--- config.mk ---
export PLATFORM = sky130hd
export DESIGN_NAME = fs32bit
export DESIGN_NICKNAME = d
export VERILOG_FILES = /design/src/rtl/fs32bit.sv
export SDC_FILE = /design/constraint.sdc
export NUM_CORES = 1
export LEC_CHECK = 0
export CAP_MARGIN = 20
export CORE_ASPECT_RATIO = 0.75
export CORE_MARGIN = 1.5
export CORE_UTILIZATION = 52
export DETAILED_ROUTE_END_ITERATION = 10
export PLACE_DENSITY = 0.76
export SYNTH_ARGS = -nofsm -noshare
export SYNTH_HDL_FRONTEND = slang
export SYNTH_SLANG_ARGS = --single-unit
--- constraint.sdc ---
create_clock -name clk -period 2.35 [get_ports clk]
set_input_delay 0.47 -clock clk [delete_from_list [all_inputs] [get_ports clk]]
set_output_delay 0.47 -clock clk [all_outputs]
set_load 0.005 [all_outputs]
--- src/rtl/fs32bit.sv ---
// Four-slice pipelined 32-bit subtractor (d = a - b - bin) with valid tracking and
// a global stall. One 8-bit slice is resolved per stage; lower slices ride along deskewed.
module fs32bit (
  input  logic        clk,
  input  logic        rst,
  input  logic        en,
  input  logic        in_valid,
  input  logic [31:0] a,
  input  logic [31:0] b,
  input  logic        bin,
  output logic [31:0] d,
  output logic        bout,
  output logic        ovf,
  output logic        out_valid
);

  // stage 0: input registers
  logic [31:0] s0_a, s0_b;
  logic        s0_bin, s0_v;

  // stage 1: slice 0 resolved
  logic [31:8]  s1_a, s1_b;
  logic [7:0]   s1_d;
  logic         s1_br, s1_v;

  // stage 2: slices 0-1 resolved
  logic [31:16] s2_a, s2_b;
  logic [15:0]  s2_d;
  logic         s2_br, s2_v;

  // stage 3: slices 0-2 resolved
  logic [31:24] s3_a, s3_b;
  logic [23:0]  s3_d;
  logic         s3_br, s3_v;

  // stage 4: full result
  logic [31:0]  s4_d;
  logic         s4_bout, s4_ovf, s4_v;

  logic [8:0]   sl0, sl1, sl2;
  logic [7:0]   lo7;
  logic         bi31, a31, b31, d31, bo31;

  always_comb begin
    sl0  = {1'b0, s0_a[7:0]}   - {1'b0, s0_b[7:0]}   - {8'b0, s0_bin};
    sl1  = {1'b0, s1_a[15:8]}  - {1'b0, s1_b[15:8]}  - {8'b0, s1_br};
    sl2  = {1'b0, s2_a[23:16]} - {1'b0, s2_b[23:16]} - {8'b0, s2_br};
    // top slice split at bit 31 so the borrow into the sign bit is visible for ovf
    lo7  = {1'b0, s3_a[30:24]} - {1'b0, s3_b[30:24]} - {7'b0, s3_br};
    bi31 = lo7[7];
    a31  = s3_a[31];
    b31  = s3_b[31];
    d31  = a31 ^ b31 ^ bi31;
    bo31 = (~a31 & b31) | (~(a31 ^ b31) & bi31);
  end

  always_ff @(posedge clk) begin
    if (rst) begin
      s0_a <= '0; s0_b <= '0; s0_bin <= 1'b0; s0_v <= 1'b0;
      s1_a <= '0; s1_b <= '0; s1_d <= '0; s1_br <= 1'b0; s1_v <= 1'b0;
      s2_a <= '0; s2_b <= '0; s2_d <= '0; s2_br <= 1'b0; s2_v <= 1'b0;
      s3_a <= '0; s3_b <= '0; s3_d <= '0; s3_br <= 1'b0; s3_v <= 1'b0;
      s4_d <= '0; s4_bout <= 1'b0; s4_ovf <= 1'b0; s4_v <= 1'b0;
      d <= '0; bout <= 1'b0; ovf <= 1'b0; out_valid <= 1'b0;
    end else if (en) begin
      s0_a   <= a;
      s0_b   <= b;
      s0_bin <= bin;
      s0_v   <= in_valid;

      s1_a  <= s0_a[31:8];
      s1_b  <= s0_b[31:8];
      s1_d  <= sl0[7:0];
      s1_br <= sl0[8];
      s1_v  <= s0_v;

      s2_a  <= s1_a[31:16];
      s2_b  <= s1_b[31:16];
      s2_d  <= {sl1[7:0], s1_d};
      s2_br <= sl1[8];
      s2_v  <= s1_v;

      s3_a  <= s2_a[31:24];
      s3_b  <= s2_b[31:24];
      s3_d  <= {sl2[7:0], s2_d};
      s3_br <= sl2[8];
      s3_v  <= s2_v;

      s4_d    <= {d31, lo7[6:0], s3_d};
      s4_bout <= bo31;
      s4_ovf  <= bi31 ^ bo31;
      s4_v    <= s3_v;

      d         <= s4_d;
      bout      <= s4_bout;
      ovf       <= s4_ovf;
      out_valid <= s4_v;
    end
  end

endmodule

* Word level (Yosys, flattened, before mapping) *
Index checks and enable logic that the tools add are counted.

storage, ports and cells
  bits in registers = 286
  bits in latches = 0
  bits in writable memories = 0
  bits in read-only memories = 0
  output and inout port bits = 35
  memories kept = 0

operators by class
  add/sub/neg operators = 8
  multiply operators = 0
  divide/modulo/power cells = 0
  $lt $le $gt $ge = 0
  equality and inequality tests = 0
  shifts and indexed selects = 0
  multiplexer cells = 0
  bitwise gates (word level) = 8
  reduce and logical (&&, ||, !) cells = 0

operators with widths
  operator       count
  $sub A8 B8 Y9  3
  $sub A9 B1 Y9  3
  $sub A7 B7 Y8  1
  $sub A8 B1 Y8  1
  $xor A1 B1 Y1  3
  $and A1 B1 Y1  2
  $not A1 Y1     2
  $or A1 B1 Y1   1

* Longest topological paths before layout *
Gate-level depths: netlist (run 1).

  word-level depth = 5
  depth in mapped cells = 12
  gate-level depth less buffers = 12

* Worst setup path after synthesis (run 1) *
Ideal clock, no wire load.

  path type = flip-flop to flip-flop
  start = register s3_b[24] in the netlist's numbering
  end = register s4_ovf
  library setup time = 86 ps
  arrival = 2450 ps
  path slack = -186 ps
  stages on the path, launching flop included = 13
  buffers on the path = 0
  clock period less this slack = 2536 ps
  path through = dfxtp_1 -> inv_1 -> fa_1 -> inv_1 -> ha_1 -> o211ai_1 -> o2111ai_1 -> nand2_1 -> xnor2_1 -> fa_1 -> xnor2_1 -> xnor2_1 -> a211oi_1

between the ends
  word-level cells in the longest chain between the ends = 5

ends and longest elaborated chain
  element                   line  source
  start: declaration        32    logic [31:24] s3_a, s3_b;
  start signal: assignment  84    s3_b <= s2_b[31:24];
  $sub A7 B7 Y8 (*)         49    lo7 = {1'b0, s3_a[30:24]} - {1'b0, s3_b[30:24]} - {7'b0, s3_br};
  $sub A8 B1 Y8 (*)         49
  $and A1 B1 Y1             54    bo31 = (~a31 & b31) | (~(a31 ^ b31) & bi31);
  $or A1 B1 Y1              54
  $xor A1 B1 Y1 (*)         91    s4_ovf <= bi31 ^ bo31;
  end signal: assignment    91
  end: declaration          38    logic s4_bout, s4_ovf, s4_v;

Mark *: on every way between the ends. The rest lies on a longest branch, timed or not.
A chain may end at the register's enable or synchronous reset.

* Final worst setup path (run 1) *
Same ends and word-level chain as after synthesis.

==> results of run 1 <==
==> placed cells by master (no fill, tap or decap), drive strengths merged, types with 3 or more instances in the layout <==
cell           netlist  layout
clkbuf              26      41
fa                   9       9
a21o                 7       7
nand2b              15      15
nand2               12      12
clkdlybuf4s50        0     101
clkinv               0       4
nor3                 4       4
a21oi               13      13
xor2                13      13
o21ai               10      10
a31oi                6       6
dfxtp              286     286
o22ai                5       5
inv                 84      84
a211oi              12      12
nor3b                3       3
buf                 40      30
mux2i              263     263
clkinvlp             0       3
xnor2               13      13
nor2               281     281
ha                  54      54
==> timing repair <==
action | CTS | global route
setup buffers | 6 | 3
pin swaps | 3 | 9
endpoints found under the hold margin | 0 | 0
gates resized for setup | 3 | 10
hold buffers | 0 | 0
endpoints found under the setup margin | 4 | 9
gates cloned | 0 | 0
==> worst max path at each step <==
stage | startpoint | end | slack, ns | depth (start not counted)
6_report | s3_b[24] | s4_ovf | -0.36 | 12
5_1_grt | s3_b[24] | s4_ovf | -0.51 | 12
4_1_cts | s3_b[24] | s4_ovf | -0.31 | 12
3_5_place_dp | s3_br | s4_ovf | -0.30 | 12
3_3_place_gp | s3_b[24] | s4_ovf | -0.21 | 12
2_1_floorplan | s3_b[24] | s4_ovf | -0.1 | 12
==> kinds of logic (layout without fill, tap and decap cells) <==
kind of cell | Yosys count | after routing | synth area share
AOI/OAI and AO/OA | 70 | 70 | 0.04354
xor gates and xnor gates | 26 | 26 | 0.01914
adders and majority gates | 63 | 63 | 0.07194
buffers and inverters | 150 | 263 | 0.05059
DFF | 286 | 286 | 0.4813
muxes | 264 | 264 | 0.2222
and+or+nand+nor | 325 | 325 | 0.1113
==> metal layers <==
metal  vias up  wire length, um  GRT usage  share of wire
met2        94            10100     0.3073           0.48
met1      3631             9963     0.2244           0.47
li1       4106                -          -              -
met4         0              391    0.04202          0.018
met5         -                0          0              0
met3        31              694    0.03033          0.033
==> critical path, stage by stage (launching register included) <==
cell	delay (ns)
dfxtp_2	0.34
inv_2	0.04
fa_1	0.52
inv_1	0.05
ha_2	0.16
o211ai_1	0.22
o2111ai_1	0.16
nand2_1	0.16
xnor2_2	0.09
fa_2	0.39
xnor2_2	0.15
xnor2_1	0.12
a211oi_1	0.20
==> report_power, final <==
part / total, mW / leakage [nW] / internal [mW] / switching (mW)
logic: 1.33 / 3.67 / 0.690 / 0.643
registers: 5.20 / 2.33 / 5.07 / 0.124
clock network: 4.11 / 0.412 / 2.35 / 1.76
==> through the flow <==
stage	setup slack, ns	cells	power [mW]
finish	-0.3556	1591	10.64
global route	-0.5100	1591	11.14
CTS	-0.3145	1588	10.74
detailed placement	-0.2961	1535	6.588
global placement	-0.2129	1535	6.555
floorplan	-0.09932	1184	6.200
==> sequential cells by signal (all words and copies together) (netlist names), 8 cells and up <==
name and count:
d 32, s0_a 32, s0_b 32, s4_d 32, s1_a 24, s1_b 24
s3_d 24, s2_a 16, s2_b 16, s2_d 16, s1_d 8, s3_a 8
s3_b 8
==> cell type report <==
| type | instances | area share |
|---|---|---|
| Clock inverter | 7 | 0.002984 |
| Tap cell | 294 | 0.02581 |
| Sequential cell | 286 | 0.4018 |
| Multi-Input combinational cell | 748 | 0.3947 |
| Timing Repair Buffer | 132 | 0.09611 |
| Inverter | 84 | 0.02212 |
| Clock buffer | 40 | 0.05644 |
==> impl_metrics.sql, run 1 <==
INSERT INTO impl_metrics (metric_group, metric, value, unit) VALUES
('run_status', 'outcome', 'finished, violations left', ''),
('run_status', 'failing_checks', 'setup timing', ''),
('clock_network', 'clk_pin_slew_worst_paths', '0.06', 'ns'),
('power_and_ir_drop', 'power.ir.vdd_worst', '0.5420', 'mV'),
('cells_and_area', 'layout-drive-gt1-share', '0.07710', ''),
('sta', 'setup_slack', '-0.3556', 'ns'),
('die', 'floorplan.initialDensity', '0.5352', ''),
('setup_path', 'required', '2.78', 'ns'),
('clock_network', 'clock_tree.htree_level_count', '1', ''),
('drt', 'postRouteAntennaNets', '0', ''),
('min_path', 'hold-path-endpoint', 's3_b[28]', ''),
('setup_path', 'cp.arrival', '3.14', 'ns'),
('logic_synthesis', 'top_post_synthesis_cells_by_area', 'dfxtp_1 (48%), mux2i_1 (22%), nor2_1 (8.9%)', ''),
('grt', 'grt_first_pass_wirelength', '34790', 'um'),
('sta', 'rsz0062_at_grt', 'yes', ''),
('logic_synthesis', 'top_flip_flop_cell_by_instance_count_after_synthesis', 'dfxtp_1', ''),
('power_and_ir_drop', 'power.static_leakage', '6.413', 'nW'),
('die', 'core', '22230', 'sq um'),
('sta', 'drv_slew', '0', ''),
('cells_and_area', 'filler_cell_count', '1797', ''),
('clock_network', 'cts_tree', 'done', ''),
('logic_synthesis', 'synthMostInstantiatedCell', 'dfxtp_1', ''),
('flow_run', 'cap_viol_max_count', '0', ''),
('setup_path', 'crit_type', 'flop to flop', ''),
('min_path', 'worst_hold_depth', '3', ''),
('clock_network', 'clk_latency', '0.53', 'ns'),
('sta', 'fmax', '369.6', 'MHz'),
('die', 'die_area', '23800', 'sq um'),
('logic_synthesis', 'synth_nets', '1316', ''),
('drt', 'post_drt_wl_per_cell', '13.29', 'um'),
('min_path', 'holdCritStartpoint', 'en', ''),
('drt', 'number_of_detailed_routing_iterations_run_before_antenna_repair', '4', ''),
('sta', 'worst-slew-pin-transition', '0.5880', 'ns'),
('logic_synthesis', 'synth-edff-count', '0', ''),
('clock_network', 'numClockSinks', '286', ''),
('placement', 'placer_congestion_estimate', '0.7527', ''),
('logic_synthesis', 'syn-mean-instance-area', '10.05', 'sq um'),
('grt', 'grt_max_degree', '86', ''),
('die', 'floorplan.io_pins', '104', ''),
('grt', 'antenna_found_initial', '0', ''),
('cells_and_area', 'regArea', '5728', 'sq um'),
('sta', 'max-slew-margin-rel', '0.6080', ''),
('drt', 'detail_route.vias_per_cell', '4.942', ''),
('logic_synthesis', 'yosys-top-cells-count', 'dfxtp_1 (286), nor2_1 (281), mux2i_1 (263), inv_1 (84), ha_1 (54)', ''),
('placement', 'place_hpwl', '14400', 'um'),
('setup_path', 'timing.critical_path.fanout_max', '2', ''),
('sta', 'final_setup_violation_count', '3', ''),
('setup_path', 'crit-reg2reg-capture', 's4_ovf', ''),
('clock_network', 'clock_path_buffers', '3', ''),
('setup_path', 'setup.reg_to_reg.worst_slack', '-0.36', 'ns'),
('grt', 'vias_in_the_first_global_route', '7404', ''),
('die', 'floorplan.die.width', '177.7', 'um'),
('clock_network', 'numCtsBuffers', '26', ''),
('drt', 'wire_length_after_detailed_routing', '21150', 'um'),
('logic_synthesis', 'netlist.top_cell.by_area', 'dfxtp_1', ''),
('drt', 'vias', '7862', ''),
('cells_and_area', 'n_antenna_cell', '0', ''),
('sta', 'final.min_clock_period', '2.706', 'ns'),
('logic_synthesis', 'postSynthRegisterBits', '286', ''),
('cells_and_area', 'area_of_the_multi_input_gates', '5627', 'sq um'),
('drt', 'drtIter0Drc', '410', ''),
('logic_synthesis', 'yosysWarningCount', '0', ''),
('sta', 'finalCritPeriodShare', '1.151', ''),
('grt', 'grt.overflow.total', '0', ''),
('sta', 'hold_ws', '0.4256', 'ns'),
('logic_synthesis', 'synth-async-reset-ratio', '0', ''),
('die', 'die_y', '134.0', 'um'),
('cells_and_area', 'nNetsFinal', '1410', ''),
('placement', 'post_dp_cell_area', '13290', 'sq um'),
('power_and_ir_drop', 'power.density_cell_area', '746.5', 'nW/um^2'),
('logic_synthesis', 'synth_seq_area_share', '0.4813', '');
Note: power is estimated with default switching activity, not from simulation.
==> run 2: changes to the inputs <==
--- a/config.mk
+++ b/config.mk
@@ -11,6 +11,7 @@
 export CORE_UTILIZATION = 52
 export DETAILED_ROUTE_END_ITERATION = 10
 export PLACE_DENSITY = 0.76
+export SLEW_MARGIN = 10
 export SYNTH_ARGS = -nofsm -noshare
 export SYNTH_HDL_FRONTEND = slang
 export SYNTH_SLANG_ARGS = --single-unit
==> results of run 2 <==
Same layout as run 1: the final DEF is identical, and so are final timing and power.
==> run 3: changes to the inputs <==
--- a/config.mk
+++ b/config.mk
@@ -8,9 +8,8 @@
 export CAP_MARGIN = 20
 export CORE_ASPECT_RATIO = 0.75
 export CORE_MARGIN = 1.5
-export CORE_UTILIZATION = 52
+export CORE_UTILIZATION = 35
 export DETAILED_ROUTE_END_ITERATION = 10
-export PLACE_DENSITY = 0.76
 export SLEW_MARGIN = 10
 export SYNTH_ARGS = -nofsm -noshare
 export SYNTH_HDL_FRONTEND = slang
==> run 3 against run 2 <==
Compared with the run above: the run still ends with setup timing left; worst setup slack improved by 0.050 ns; clock power increased by 29%; count of clock-buffer cells in the layout decreased by 4; cell area increased by 2.9%; critical endpoint unchanged; sequential power about the same; register-to-register slack improved by 0.05 ns; first-iteration DRC count decreased by 37%; worst hold slack got worse by 0.045 ns; utilization decreased by 20 points.
==> impl_metrics.sql, run 3 (same netlist as run 1, synthesis figures left out) <==
INSERT INTO impl_metrics (metric_group, metric, value, unit) VALUES
('run_status', 'outcome', 'finished, violations left', ''),
('run_status', 'failing_checks', 'setup timing', ''),
('clock_network', 'cts_tree', 'done', ''),
('sta', 'drv_slew', '0', ''),
('setup_path', 'cp_slowest_stage_delay', '0.56', 'ns'),
('drt', 'vias', '7888', ''),
('power_and_ir_drop', 'power.static_leakage', '6.524', 'nW'),
('flow_run', 'cap_viol_max_count', '0', ''),
('setup_path', 'timing.critical_path.fanout_max', '2', ''),
('drt', 'post_drt_wl_per_cell', '13.08', 'um'),
('grt', 'grt_usage', '0.1293', ''),
('cells_and_area', 'fin_area', '14670', 'sq um'),
('power_and_ir_drop', 'power.density_cell_area', '804.0', 'nW/um^2'),
('sta', 'setup_slack', '-0.3061', 'ns'),
('setup_path', 'critical_path.cell_chain', 'fa_1, inv_1, ha_2, o211ai_1, o2111ai_1, nand2_1, xnor2_2, fa_2, xnor2_2, xnor2_1, a211oi_1', ''),
('power_and_ir_drop', 'total_switching_power', '2.680', 'mW'),
('cells_and_area', 'n_antenna_cell', '0', ''),
('clock_network', 'clk_pin_slew_worst_paths', '0.06', 'ns'),
('cells_and_area', 'final_common_cell', 'dfxtp_1', ''),
('clock_network', 'numClockSinks', '286', ''),
('sta', 'final_hold_viol_count', '0', ''),
('setup_path', 'cp.arrival', '3.12', 'ns'),
('cells_and_area', 'nNetsFinal', '1412', ''),
('setup_path', 'critical_path.slowest_cell', 'fa_1', ''),
('cells_and_area', 'layout_common_cells', 'dfxtp_1 (283), nor2_1 (281), mux2i_1 (263), clkdlybuf4s50_1 (101), inv_1 (82)', ''),
('placement', 'place_hpwl', '15780', 'um'),
('setup_path', 'crit_type', 'flop to flop', ''),
('sta', 'skew', '0.008142', 'ns'),
('sta', 'total_negative_slack_for_setup_checks', '-0.7044', 'ns'),
('cells_and_area', 'area_growth', '23.32', '%'),
('drt', 'postRouteAntennaNets', '0', ''),
('setup_path', 'worstSetupEndpointType', 'flop', ''),
('die', 'die_area', '35120', 'sq um'),
('cells_and_area', 'layout-drive-gt1-share', '0.08218', ''),
('sta', 'final_setup_violation_count', '3', ''),
('placement', 'placer_congestion_estimate', '0.7983', ''),
('sta', 'worst-slew-pin-transition', '0.4890', 'ns'),
('sta', 'fmax', '376.5', 'MHz'),
('die', 'row_count', '58', ''),
('min_path', 'min-delay-path-class', 'input pin to flop', ''),
('drt', 'drtIter0Drc', '260', ''),
('placement', 'place_ws', '-0.2765', 'ns'),
('clock_network', 'numCtsBuffers', '29', ''),
('setup_path', 'required', '2.82', 'ns'),
('die', 'floorplan.die.width', '215.9', 'um'),
('grt', 'vias_in_the_first_global_route', '7475', ''),
('sta', 'rsz0062_at_grt', 'yes', ''),
('drt', 'number_of_detailed_routing_iterations_run_before_antenna_repair', '4', ''),
('placement', 'placement.io_buffers', '103', ''),
('clock_network', 'clk_latency', '0.55', 'ns'),
('clock_network', 'clock_path_buffers', '3', ''),
('die', 'core', '33530', 'sq um'),
('grt', 'grt_max_degree', '71', ''),
('grt', 'antenna_found_initial', '0', ''),
('die', 'die_y', '162.7', 'um'),
('drt', 'detail_route.vias_per_cell', '4.502', ''),
('power_and_ir_drop', 'power.ir.vdd_worst', '0.4481', 'mV'),
('sta', 'final.min_clock_period', '2.656', 'ns'),
('power_and_ir_drop', 'share_seq_of_total_power', '0.440', ''),
('grt', 'grt.overflow.total', '0', ''),
('power_and_ir_drop', 'p_int', '9.116', 'mW'),
('power_and_ir_drop', 'power.clock.fraction', '0.449', ''),
('setup_path', 'crit_path_start_kind', 'flop', ''),
('clock_network', 'clock_tree.htree_level_count', '1', ''),
('power_and_ir_drop', 'power_switching_share', '0.2272', ''),
('die', 'floorplan.io_pins', '104', ''),
('power_and_ir_drop', 'share_comb_of_total_power', '0.111', ''),
('sta', 'max-slew-margin-rel', '0.6740', ''),
('die', 'floorplan.initialDensity', '0.3548', ''),
('setup_path', 'crit_path_frequent_cell', 'xnor2_2', ''),
('placement', 'post_dp_cell_area', '13480', 'sq um'),
('grt', 'grt_first_pass_wirelength', '37420', 'um'),
('drt', 'wire_length_after_detailed_routing', '22920', 'um'),
('drt', 'drc_errors', '0', ''),
('clock_network', 'clock-root-buffer', 'clkbuf_16', ''),
('sta', 'finalCritPeriodShare', '1.130', '');
[run 3: metrics by stage]
stage | util | hold slack [ns] | power, mW | std cells
6_report | 0.4376 | 0.3811 | 11.80 | 1752
5_1_grt | 0.4376 | 0.3987 | 12.30 | 1752
4_1_cts | 0.4364 | 0.3805 | 11.95 | 1750
3_5_place_dp | 0.4020 | 0.4662 | 6.594 | 1694
3_3_place_gp | 0.4020 | 0.4613 | 6.571 | 1694
2_1_floorplan | - | 0.4455 | 6.200 | 1184
[run 3: cell type report]
type                       count  area, sq um
clock buffer                  36        792.0
clock inverter                17        319.1
fill                        3220        18860
sequential                   286         5729
inverter                      84        315.3
tap                          450        563.0
timing repair buffer         131         1338
multi-input combinational    748         5614
[run 3: metal layers]
layer | up-vias | wire length, um | GRT usage
li1 | 4125 | - | -
met1 | 3639 | 10670 | 0.1648
met2 | 82 | 10960 | 0.2229
met3 | 42 | 774 | 0.02540
met4 | 0 | 514 | 0.03528
met5 | - | 0 | 0
[run 3: path summary, 6_finish.rpt]
| kind | cells after the start | slack (ns) | to | startpoint |
|---|---|---|---|---|
| max reg2reg | 11 | -0.31 | s4_ovf | s3_a[24] |
| min reg2reg | 2 | 0.47 | s3_d[22] | s3_d[22] |
| max | 11 | -0.31 | s4_ovf | s3_a[24] |
| min | 2 | 0.38 | s0_a[14] | rst |
[run 3: worst max-delay path: cells and delay by family (launching register included)]
family	cells	cell delay, ns
simple gates	1	0.15
flops	1	0.34
xor+xnor	3	0.35
buf+inv	1	0.05
fa+ha+maj	3	1.10
compound gates	3	0.59
[run 3: power groups by stage]
stage	logic, mW	registers (mW)	clock network, mW
CTS	1.32	5.20	5.44
finish	1.31	5.19	5.29
global route	1.46	5.22	5.62
floorplan	0.938	5.26	0
global placement	1.27	5.30	0
detailed placement	1.29	5.30	0
[run 3: timing repair]
action                                  in CTS  in global routing
endpoints found under the setup margin       5                  8
buffers inserted                             3                  2
resized for setup                            4                  8
endpoints found under the hold margin        0                  0
pin swaps                                    3                  6
hold buffers                                 0                  0
